### src/rtl/ula_pkg.sv
// Shared definitions for the ALU input sequencer: FSM state codes, datapath widths
// and the default debounce length.
package ula_pkg;

    localparam int LARG_OPERANDO     = 8;
    localparam int LARG_OPCODE       = 3;
    localparam int DEB_CICLOS_PADRAO = 500000;

    typedef enum logic [2:0] {
        ESPERA_A  = 3'd0,
        ESPERA_B  = 3'd1,
        ESPERA_OP = 3'd2,
        EXECUTA   = 3'd3,
        MOSTRA    = 3'd4
    } estado_t;

endpackage

### src/rtl/filtro_botao.sv
// Confirm-key conditioning: 2-FF synchronizer, optional debounce filter (ULA_DEBOUNCE_EN)
// and falling-edge detector producing a 1-cycle press pulse.
module filtro_botao #(
    parameter int DEB_CICLOS = ula_pkg::DEB_CICLOS_PADRAO
) (
    input  logic clk,
    input  logic rst_n,
    input  logic key_ok,
    output logic press
);

    logic       r_sync1;
    logic       r_sync2;
    logic [1:0] r_valido;
    logic       r_hist;
    logic       r_armado;
    logic       w_nivel;

    if (DEB_CICLOS < 2) begin : g_deb_invalido
        $error("filtro_botao: DEB_CICLOS must be >= 2");
    end

    // NOTE: sequential state is written with non-blocking assignments so every flop
    // samples the pre-edge values of the others; blocking here would collapse the chain.
    always_ff @(posedge clk or negedge rst_n) begin
        if (!rst_n) begin
            r_sync1  <= 1'b1;
            r_sync2  <= 1'b1;
            r_valido <= '0;
        end else begin
            r_sync1  <= key_ok;
            r_sync2  <= r_sync1;
            r_valido <= {r_valido[0], 1'b1};
        end
    end

`ifdef ULA_DEBOUNCE_EN
    localparam int LARG_CNT = $clog2(DEB_CICLOS + 1);

    logic [LARG_CNT-1:0] r_cnt;
    logic                r_filtro;

    // Accept a new level only after DEB_CICLOS consecutive cycles of disagreement.
    always_ff @(posedge clk or negedge rst_n) begin
        if (!rst_n) begin
            r_cnt    <= '0;
            r_filtro <= 1'b1;
        end else if (r_sync2 == r_filtro) begin
            r_cnt <= '0;
        end else if (r_cnt == LARG_CNT'(DEB_CICLOS - 1)) begin
            r_cnt    <= '0;
            r_filtro <= r_sync2;
        end else begin
            r_cnt <= r_cnt + LARG_CNT'(1);
        end
    end

    assign w_nivel = r_filtro;
`else
    assign w_nivel = r_sync2;
`endif

    // Arm only once a genuine released level has crossed the synchronizer, so a key
    // held through reset cannot masquerade as a fresh press.
    always_ff @(posedge clk or negedge rst_n) begin
        if (!rst_n) begin
            r_hist   <= 1'b1;
            r_armado <= 1'b0;
        end else begin
            r_hist <= w_nivel;
            if (r_valido[1] && r_sync2) begin
                r_armado <= 1'b1;
            end
        end
    end

    assign press = r_armado & r_hist & ~w_nivel;

endmodule

### src/rtl/ula_ctrl_entrada.sv
// Operand/opcode sequencer for the 8-bit ALU: one confirm press per field, then latch
// the result mux output for display. Debounce is enabled with ULA_DEBOUNCE_EN.
module ula_ctrl_entrada
    import ula_pkg::*;
#(
    parameter int DEB_CICLOS = DEB_CICLOS_PADRAO
) (
    input  logic                     clk,
    input  logic                     rst_n,
    input  logic [LARG_OPERANDO-1:0] sw,
    input  logic                     key_ok,
    input  logic [LARG_OPERANDO-1:0] resultado_mux,
    output logic [LARG_OPERANDO-1:0] op_a,
    output logic [LARG_OPERANDO-1:0] op_b,
    output logic [LARG_OPCODE-1:0]   sel,
    output logic [LARG_OPERANDO-1:0] resultado,
    output logic                     pronto,
    output logic [2:0]               estado
);

    estado_t                  r_estado;
    estado_t                  w_prox;
    logic                     w_press;
    logic                     w_carrega_a;
    logic                     w_carrega_b;
    logic                     w_carrega_op;
    logic                     w_executa;
    logic                     w_limpa;
    logic [LARG_OPERANDO-1:0] r_op_a;
    logic [LARG_OPERANDO-1:0] r_op_b;
    logic [LARG_OPCODE-1:0]   r_sel;
    logic [LARG_OPERANDO-1:0] r_resultado;
    logic                     r_pronto;

    filtro_botao #(
        .DEB_CICLOS (DEB_CICLOS)
    ) u_filtro_botao (
        .clk    (clk),
        .rst_n  (rst_n),
        .key_ok (key_ok),
        .press  (w_press)
    );

    always_ff @(posedge clk or negedge rst_n) begin
        if (!rst_n) begin
            r_estado <= ESPERA_A;
        end else begin
            r_estado <= w_prox;
        end
    end

    // NOTE: every always_comb output is given a default first, so no path leaves a
    // signal unassigned and no latch is inferred.
    always_comb begin
        w_prox       = r_estado;
        w_carrega_a  = 1'b0;
        w_carrega_b  = 1'b0;
        w_carrega_op = 1'b0;
        w_executa    = 1'b0;
        w_limpa      = 1'b0;
        case (r_estado)
            ESPERA_A: if (w_press) begin
                w_carrega_a = 1'b1;
                w_prox      = ESPERA_B;
            end
            ESPERA_B: if (w_press) begin
                w_carrega_b = 1'b1;
                w_prox      = ESPERA_OP;
            end
            ESPERA_OP: if (w_press) begin
                w_carrega_op = 1'b1;
                w_prox       = EXECUTA;
            end
            EXECUTA: begin
                w_executa = 1'b1;
                w_prox    = MOSTRA;
            end
            MOSTRA: if (w_press) begin
                w_limpa = 1'b1;
                w_prox  = ESPERA_A;
            end
            default: w_prox = ESPERA_A;
        endcase
    end

    // Presses landing in EXECUTA are dropped because that state ignores w_press.
    always_ff @(posedge clk or negedge rst_n) begin
        if (!rst_n) begin
            r_op_a      <= '0;
            r_op_b      <= '0;
            r_sel       <= '0;
            r_resultado <= '0;
            r_pronto    <= 1'b0;
        end else begin
            if (w_carrega_a)  r_op_a <= sw;
            if (w_carrega_b)  r_op_b <= sw;
            if (w_carrega_op) r_sel  <= sw[LARG_OPCODE-1:0];
            if (w_executa) begin
                r_resultado <= resultado_mux;
                r_pronto    <= 1'b1;
            end
            if (w_limpa) r_pronto <= 1'b0;
        end
    end

    assign op_a      = r_op_a;
    assign op_b      = r_op_b;
    assign sel       = r_sel;
    assign resultado = r_resultado;
    assign pronto    = r_pronto;
    assign estado    = r_estado;

endmodule

### config.mk
export PLATFORM = sky130hd
export DESIGN_NAME = ula_ctrl_entrada
export DESIGN_NICKNAME = d
export VERILOG_FILES = /design/src/rtl/ula_pkg.sv /design/src/rtl/filtro_botao.sv /design/src/rtl/ula_ctrl_entrada.sv
export SDC_FILE = /design/constraint.sdc
export NUM_CORES = 1
export LEC_CHECK = 0
export CORE_UTILIZATION = 44
export DETAILED_ROUTE_END_ITERATION = 10
export GPL_ROUTABILITY_DRIVEN = 1
export PLACE_DENSITY = 0.83
export SYNTH_ARGS = -nofsm -noshare
export SYNTH_HDL_FRONTEND = slang
export SYNTH_HIERARCHICAL = 1
export SYNTH_SLANG_ARGS = --single-unit
### constraint.sdc
create_clock -name clk -period 4.15 [get_ports clk]
set_clock_uncertainty 0.2 [all_clocks]
set_input_delay 1.245 -clock clk [delete_from_list [all_inputs] [get_ports clk]]
set_output_delay 1.245 -clock clk [all_outputs]
set_load 0.05 [all_outputs]
* After elaboration in Yosys (flattened, before gate mapping) *
Index checks and enable logic that the tools add are counted.

operators by class
  eq/ne operators = 8
  bitwise gates (word level) = 3
  multiplexer cells = 13
  reductions and logical operators = 4

operators by type and width
  operator                                                number
  case mux 3 bit (5 select lines)                         1
  two-way mux 3 bit                                       4
  two-way mux 1 bit                                       8
  inequality test 2 x 1 -> 1 bit (second input constant)  4
  equality test 3 x 2 -> 1 bit (second input constant)    2
  AND reduction 4 bit                                     1
  equality test 3 x 1 -> 1 bit (second input constant)    1
  equality test 3 bit (second input constant)             1
  zero test 3 bit                                         1
  AND 1 bit                                               2
  nonzero test 2 bit                                      1
  logical AND 1 bit                                       1
  inverter 1 bit                                          1

word-level totals
  bits in registers = 37
  output and inout bits = 31
  logic and storage cells = 39
  input port bits = 19

* Logic depth before layout (Yosys ltp) *
  depth in word-level cells = 5
  mapped depth = 4
  mapped depth without buffers = 3

* Modules after synthesis *
Netlist, hierarchy kept.

by module, submodules not included
  module            instances  area each (um2)  cells each
  ula_ctrl_entrada  1          1237.4           78
  filtro_botao      1          175.2            9

* Worst setup path after synthesis *
OpenSTA, ideal clock, no wires.

  path kind = register to output
  start = reg r_estado[2] (netlist: estado[2])
  end = out estado[2]
  cell stages (with the launch flop) = 1
  path buffers = 0
  data arrival time = 0.719 ns
  path slack = 1.986 ns
  data required time = 2.705 ns
  cells stage by stage = dfrtp_1

RTL lines
  element                 RTL line                text
  from (decl)             ula_ctrl_entrada.sv:21  estado_t r_estado;
  from (signal assigned)  ula_ctrl_entrada.sv:48  r_estado <= w_prox;
  to (decl)               ula_ctrl_entrada.sv:18  output logic [2:0] estado

No word-level cell between the ends.

* Worst setup path in the final report *
  start = reg r_estado[1] (netlist: estado[1])
  end = out estado[1]

No word-level cell between the ends.

==> flow_metrics.tcl <==
set metrics [dict create \
    start_util_pct 46.3 \
    finalSetupViolCount 0 \
    rows 20 \
    synth_edf_count 0 \
    initialDrtViolationCount 62 \
    cp.arrival_ns 1.74 \
    numCtsBuffers 5 \
    num_io_pins 50 \
    drt_wl_total_um 2450 \
    synthTopCellsByCount "34 x dfrtp_1, 27 x mux2_2, 3 x dfstp_2, 3 x nand2b_1" \
    yosysSeqAreaShare_pct 65.8 \
    diodes 0 \
    fillCellCount 251 \
    crit_path_start_kind "flip-flop" \
    hold_slack_ns 0.163 \
    place.port_buffers 49 \
    crit_type "reg2out" \
    slew_violations 0 \
    final_util_pct 65.1 \
    core-area_um2 3050 \
    gp_congestion 0.771 \
    globalRouteTotalUtil_pct 17.4 \
    die_h_um 58.7 \
    maxCapViolations 0 \
    grt_max_degree 38 \
    synth_area_um2 1410 \
    cts_hold_buf 0 \
    seqCellArea_um2 930 \
    crit_path_max_incr_delay_ns 0.87 \
    synthFlopType "dfrtp_1" \
    syn2layout_area_growth_pct 40.7 \
    cts_max_path_buffers 2 \
    end_kind "primary output" \
    dr.pass1.iters 4 \
    synthTopCellsByArea "dfrtp_1 60%, mux2_2 22%, dfstp_2 5.6%, nor4b_4 1.7%, nand2b_1 1.3%" \
    cts_resized 0 \
    critical-path-top-delay-family "buffers and inverters" \
    ys_async_sr_fraction_pct 100 \
    path_buf_inv 1 \
    cts_tree "yes" \
    synth_fp_nets 106 \
    yosysWarnings 6 \
    outcome "finished, final reports clean" \
    period_minus_slack_ns 3.18 \
    synth_top_cell_by_area "dfrtp_1" \
    postSynthAreaPerCell_um2 16.2 \
    drc 0 \
    pre_cts_slack_ns 1.32 \
    layout-drive-gt1-share_pct 30.9 \
    grt_pass1_vias 885 \
    slowest_stage "clkdlybuf4s50_1" \
    cts_root_buf "clkbuf_4" \
    ys_ff_latch 37 \
    cts_sinks 37 \
    fin_ws_ns 0.966 \
    wl_per_cell_um 13.4 \
    grt_pass1_wl_um 4230 \
    insertion_delay_ns 0.32 \
    multi_input_area_um2 459 \
    timing.final.crit_share_pct 76.7 \
    max_slew_margin_pct 33.6 \
    path_cells "clkdlybuf4s50_1" \
    die_w_um 58.7 \
    maxClockFrequency_ghz 0.314 \
    crit_fanout 10 \
    htreeDepth 2 \
    num-nets-final 158 \
    rsz0062_at_grt "no" \
    yosysUniqueCellTypes 21 \
    clk_pin_slew_ns 0.09 \
    cts_setup_buffers 0 \
    hold_class "reg2reg" \
    syn_inst 87 \
    antenna_found_initial 0 \
    tightest_slew_ns 0.981 \
    setup_tns_ns 0 \
    dp_hpwl_um 1770 \
    hold_viol_final 0 \
    vias 876 \
    dieArea_um2 3440 \
    cp_data_required_time_ns 2.70 \
    yosysTopAreaCellShare_pct 60.2 \
    routed_via_density 4.79 \
    ant_nets 0 \
    yosysMostFrequentCell "dfrtp_1" \
    grt-ovfl-total 0 \
]
-- through the flow --
stage               instance area [um^2]  std cells
floorplan                           1410         87
global placement                    1930        176
detailed placement                  1930        176
CTS                                 1990        183
global route                        1990        183
finish                              1990        183
-- per-layer routing --
metal	global-route usage (%)	up-vias	wire (um)
met5	0	-	0
met4	9.18	0	36
li1	-	407	-
met1	20.5	447	1010
met3	5.93	2	96
met2	28.2	20	1310
-- layout by cell type, fill, tap and decap left out, drive strengths merged --
cell / instances
buf: 1
a21o: 1
and3b: 1
and4bb: 1
clkbuf: 7
nor3b: 1
nand3b: 2
dfrtp: 34
inv: 1
or3b: 1
or4b: 1
clkdlybuf4s50: 48
nand2: 1
nand2b: 3
mux2: 27
o211ai: 1
conb: 1
nor4bb: 1
nor4b: 1
dfstp: 3
a21oi: 2
-- final cells by class --
| cell class | count | share of cell area (%) |
|---|---|---|
| multi-input combinational | 45 | 23.1 |
| tap | 44 | 2.77 |
| inverter | 1 | 0.189 |
| sequential | 37 | 46.8 |
| timing repair buffer | 49 | 24.4 |
| clock buffer | 7 | 2.77 |
-- kinds of logic after synthesis --
family                 after synthesis  share of synthesized area [%]
flip-flops                          37                           65.8
AND/OR/NAND/NOR                     13                           8.41
buffers and inverters                5                           2.13
other                                1                          0.265
multiplexers                        27                           21.5
AO/OA/AOI/OAI                        4                           1.86
-- path summary, 6_finish.rpt --
| check | to | depth (start not counted) | slack [ns] | from |
|---|---|---|---|---|
| worst max-delay path | estado[1] | 1 | 0.97 | estado[1]$_DFFE_PN0P_ |
| worst min-delay path | u_filtro_botao/r_valido[1]$_DFF_PN0_ | 0 | 0.16 | u_filtro_botao/r_valido[0]$_DFF_PN0_ |
| worst max register to register | op_b[4]$_DFFE_PN0P_ | 3 | 1.72 | u_filtro_botao/r_hist$_DFF_PN1_ |
| worst min register to register | u_filtro_botao/r_valido[1]$_DFF_PN0_ | 0 | 0.16 | u_filtro_botao/r_valido[0]$_DFF_PN0_ |
| max in group asynchronous | resultado[7]$_DFFE_PN0P_ | 1 | 2.46 | rst_n |
| min in group asynchronous | op_b[2]$_DFFE_PN0P_ | 1 | 0.79 | rst_n |
-- registers in the layout (all words and copies together), names as in the netlist, 2 cells and up --
signal and count:
sel 3, resultado 8, u_filtro_botao/r_valido 2, op_b 8
op_a 8, estado 3
Power is not shown: default switching activity piles up to over one toggle a cycle in this logic, so the estimate is an artifact.
==> edit (same flow settings) <==
Build with the macro `ULA_DEBOUNCE_EN` defined.
--- a/src/rtl/filtro_botao.sv
+++ b/src/rtl/filtro_botao.sv
@@ -1,4 +1,6 @@
 // Confirm-key conditioning: 2-FF synchronizer, optional debounce filter (ULA_DEBOUNCE_EN)
 // and falling-edge detector producing a 1-cycle press pulse.
+`define ULA_DEBOUNCE_EN
+
 module filtro_botao #(
     parameter int DEB_CICLOS = ula_pkg::DEB_CICLOS_PADRAO
Formal check against the unedited RTL: not equivalent (Yosys sat finds a counterexample within 10 cycles, from zero or initial values and one cycle with rst_n low).
==> edit against the unedited design <==
Highest routed layer unchanged; count of clock-buffer cells in the layout rose by 5; synthesized area is 70% higher; wire length increased by 75%; sequential cell count grew 20; critical endpoint unchanged; cell area is 61% higher; setup slack better by 0.027 ns.
==> edit: results (changes against the unedited design) <==
- Status: complete, no violations (unchanged)
- Peak VDD IR: 0.2322 mV
- DRT iter0 DRCs: 90 (was 62)
- Routed wl met3: 187 um (was 96 um)
- Fill cells: 399 (was 251)
- Most common library cells after synthesis: 53 x dfrtp_1, 28 x mux2_2, 19 x nor2_1, 10 x nand2_1, 9 x xnor2_1 (was 34 x dfrtp_1, 27 x mux2_2, 3 x dfstp_2, 3 x nand2b_1)
- Syn Nets: 212 (was 106)
- Met2 wire len: 2.149 mm (was 1.305 mm)
- PortBufs: 49 (unchanged)
- Share of post-route cells with drive strength above 1: 23.32% (was 30.94%)
- Routed Wire Length: 4.277 mm (was 2.445 mm)
- Grt met2 use: 27.45% (was 28.24%)
- Crit-path max FO: 10 (unchanged)
- Synth cell types: 40 (was 21)
- DR vias/cell: 5.136 (was 4.787)
- H-Tree Depth: 3 (was 2)
- Least-Margin Pin Slew: 1.073 ns (was 0.9813 ns)
- Overall routing resource usage: 17.26% (was 17.40%)
- Met3 Usage GRT: 4.337% (was 5.934%)
- First-pass GRT wire length: 7.659 mm (was 4.229 mm)
- Critical Path AT: 1.71 ns (was 1.74 ns)
- M1 GR Usage: 21.51% (was 20.53%)
- Area post-placement: 2967 um2 (was 1933 um2)
- Top post-synthesis cells by area: dfrtp_1 55%, mux2_2 13%, dfstp_2 4.4%, xnor2_1 3.3%, nor2_1 3.0% (was dfrtp_1 60%, mux2_2 22%, dfstp_2 5.6%, nor4b_4 1.7%, nand2b_1 1.3%)
- Vias in the first global route: 1642 (was 885)
- GPL Wtd Cong: 0.8083 (was 0.7712)
- CTS Buf Count: 9 (was 5)
- Pin count of the biggest net entering global routing: 39 (was 38)
- Met1 WL: 1.844 mm (was 1.007 mm)
- Clock transition at path regs: 0.07 ns (was 0.09 ns)
- Setup slack, reg-to-reg: 1.52 ns (was 1.72 ns)
- Sequential area share after synthesis: 59.46% (was 65.81%)
- DPL Wire Length: 2.972 mm (was 1.772 mm)
- Worst R2R End: op_b[3] (was op_b[4])
- Layout Nets: 268 (was 158)
- Root Buffer: clkbuf_8 (was clkbuf_4)
- Post-CTS resize count: 0 (unchanged)
- Register-to-Register Path Depth: 4 (was 3)
-- edit: worst max-delay path by stage --
stage | end | depth (start not counted)
3_3_place_gp | estado[2] | 1
6_report | estado[1] | 1
3_5_place_dp | estado[2] | 1
2_1_floorplan | estado[2] | 0
4_1_cts | estado[0] | 1
5_1_grt | estado[1] | 1
-- edit: area by class of cell --
cell class              count  share of cell area [%]
clock buffers              12                   4.853
clock inverters             4                   2.348
inverters                   5                  0.5871
multi-input cells         124                   29.04
flip-flops and latches     57                   44.77
well taps                  70                   2.740
repair buffers             51                   15.66
-- edit: cells by family (layout without fill, tap and decap cells) --
| logic type | count (synthesis) | count (layout) | share of synthesized area (%) |
|---|---|---|---|
| xor+xnor | 13 | 13 | 4.730 |
| simple gates | 66 | 66 | 16.11 |
| other cells | 1 | 1 | 0.1558 |
| fa+ha+maj | 1 | 1 | 0.5197 |
| buf+inv | 11 | 72 | 2.234 |
| compound gates | 15 | 15 | 3.690 |
| mux | 28 | 28 | 13.10 |
| flops | 57 | 57 | 59.46 |
-- edit: power by group through the flow --
stage,clock network (W),logic (W),registers (W)
floorplan,0,0.0000105,0.000594
global placement,0,0.0000639,0.000580
detailed placement,0,0.0000646,0.000580
CTS,0.000599,0.0000650,0.000570
global route,0.000624,0.0000694,0.000571
finish,0.000579,0.0000638,0.000570
-- edit: stage by stage --
step	hold slack [ns]	worst slack [ns]	total power [W]	std cells	util [%]
after floorplan	0.1312	1.986	0.0006043	192	-
after global placement	0.1316	1.361	0.0006437	307	57.35
after global routing	0.1647	0.9049	0.001264	323	61.80
after detailed placement	0.1481	1.333	0.0006449	307	57.35
final	0.1578	0.9927	0.001213	323	61.80
after CTS	0.1556	0.9714	0.001234	323	61.80
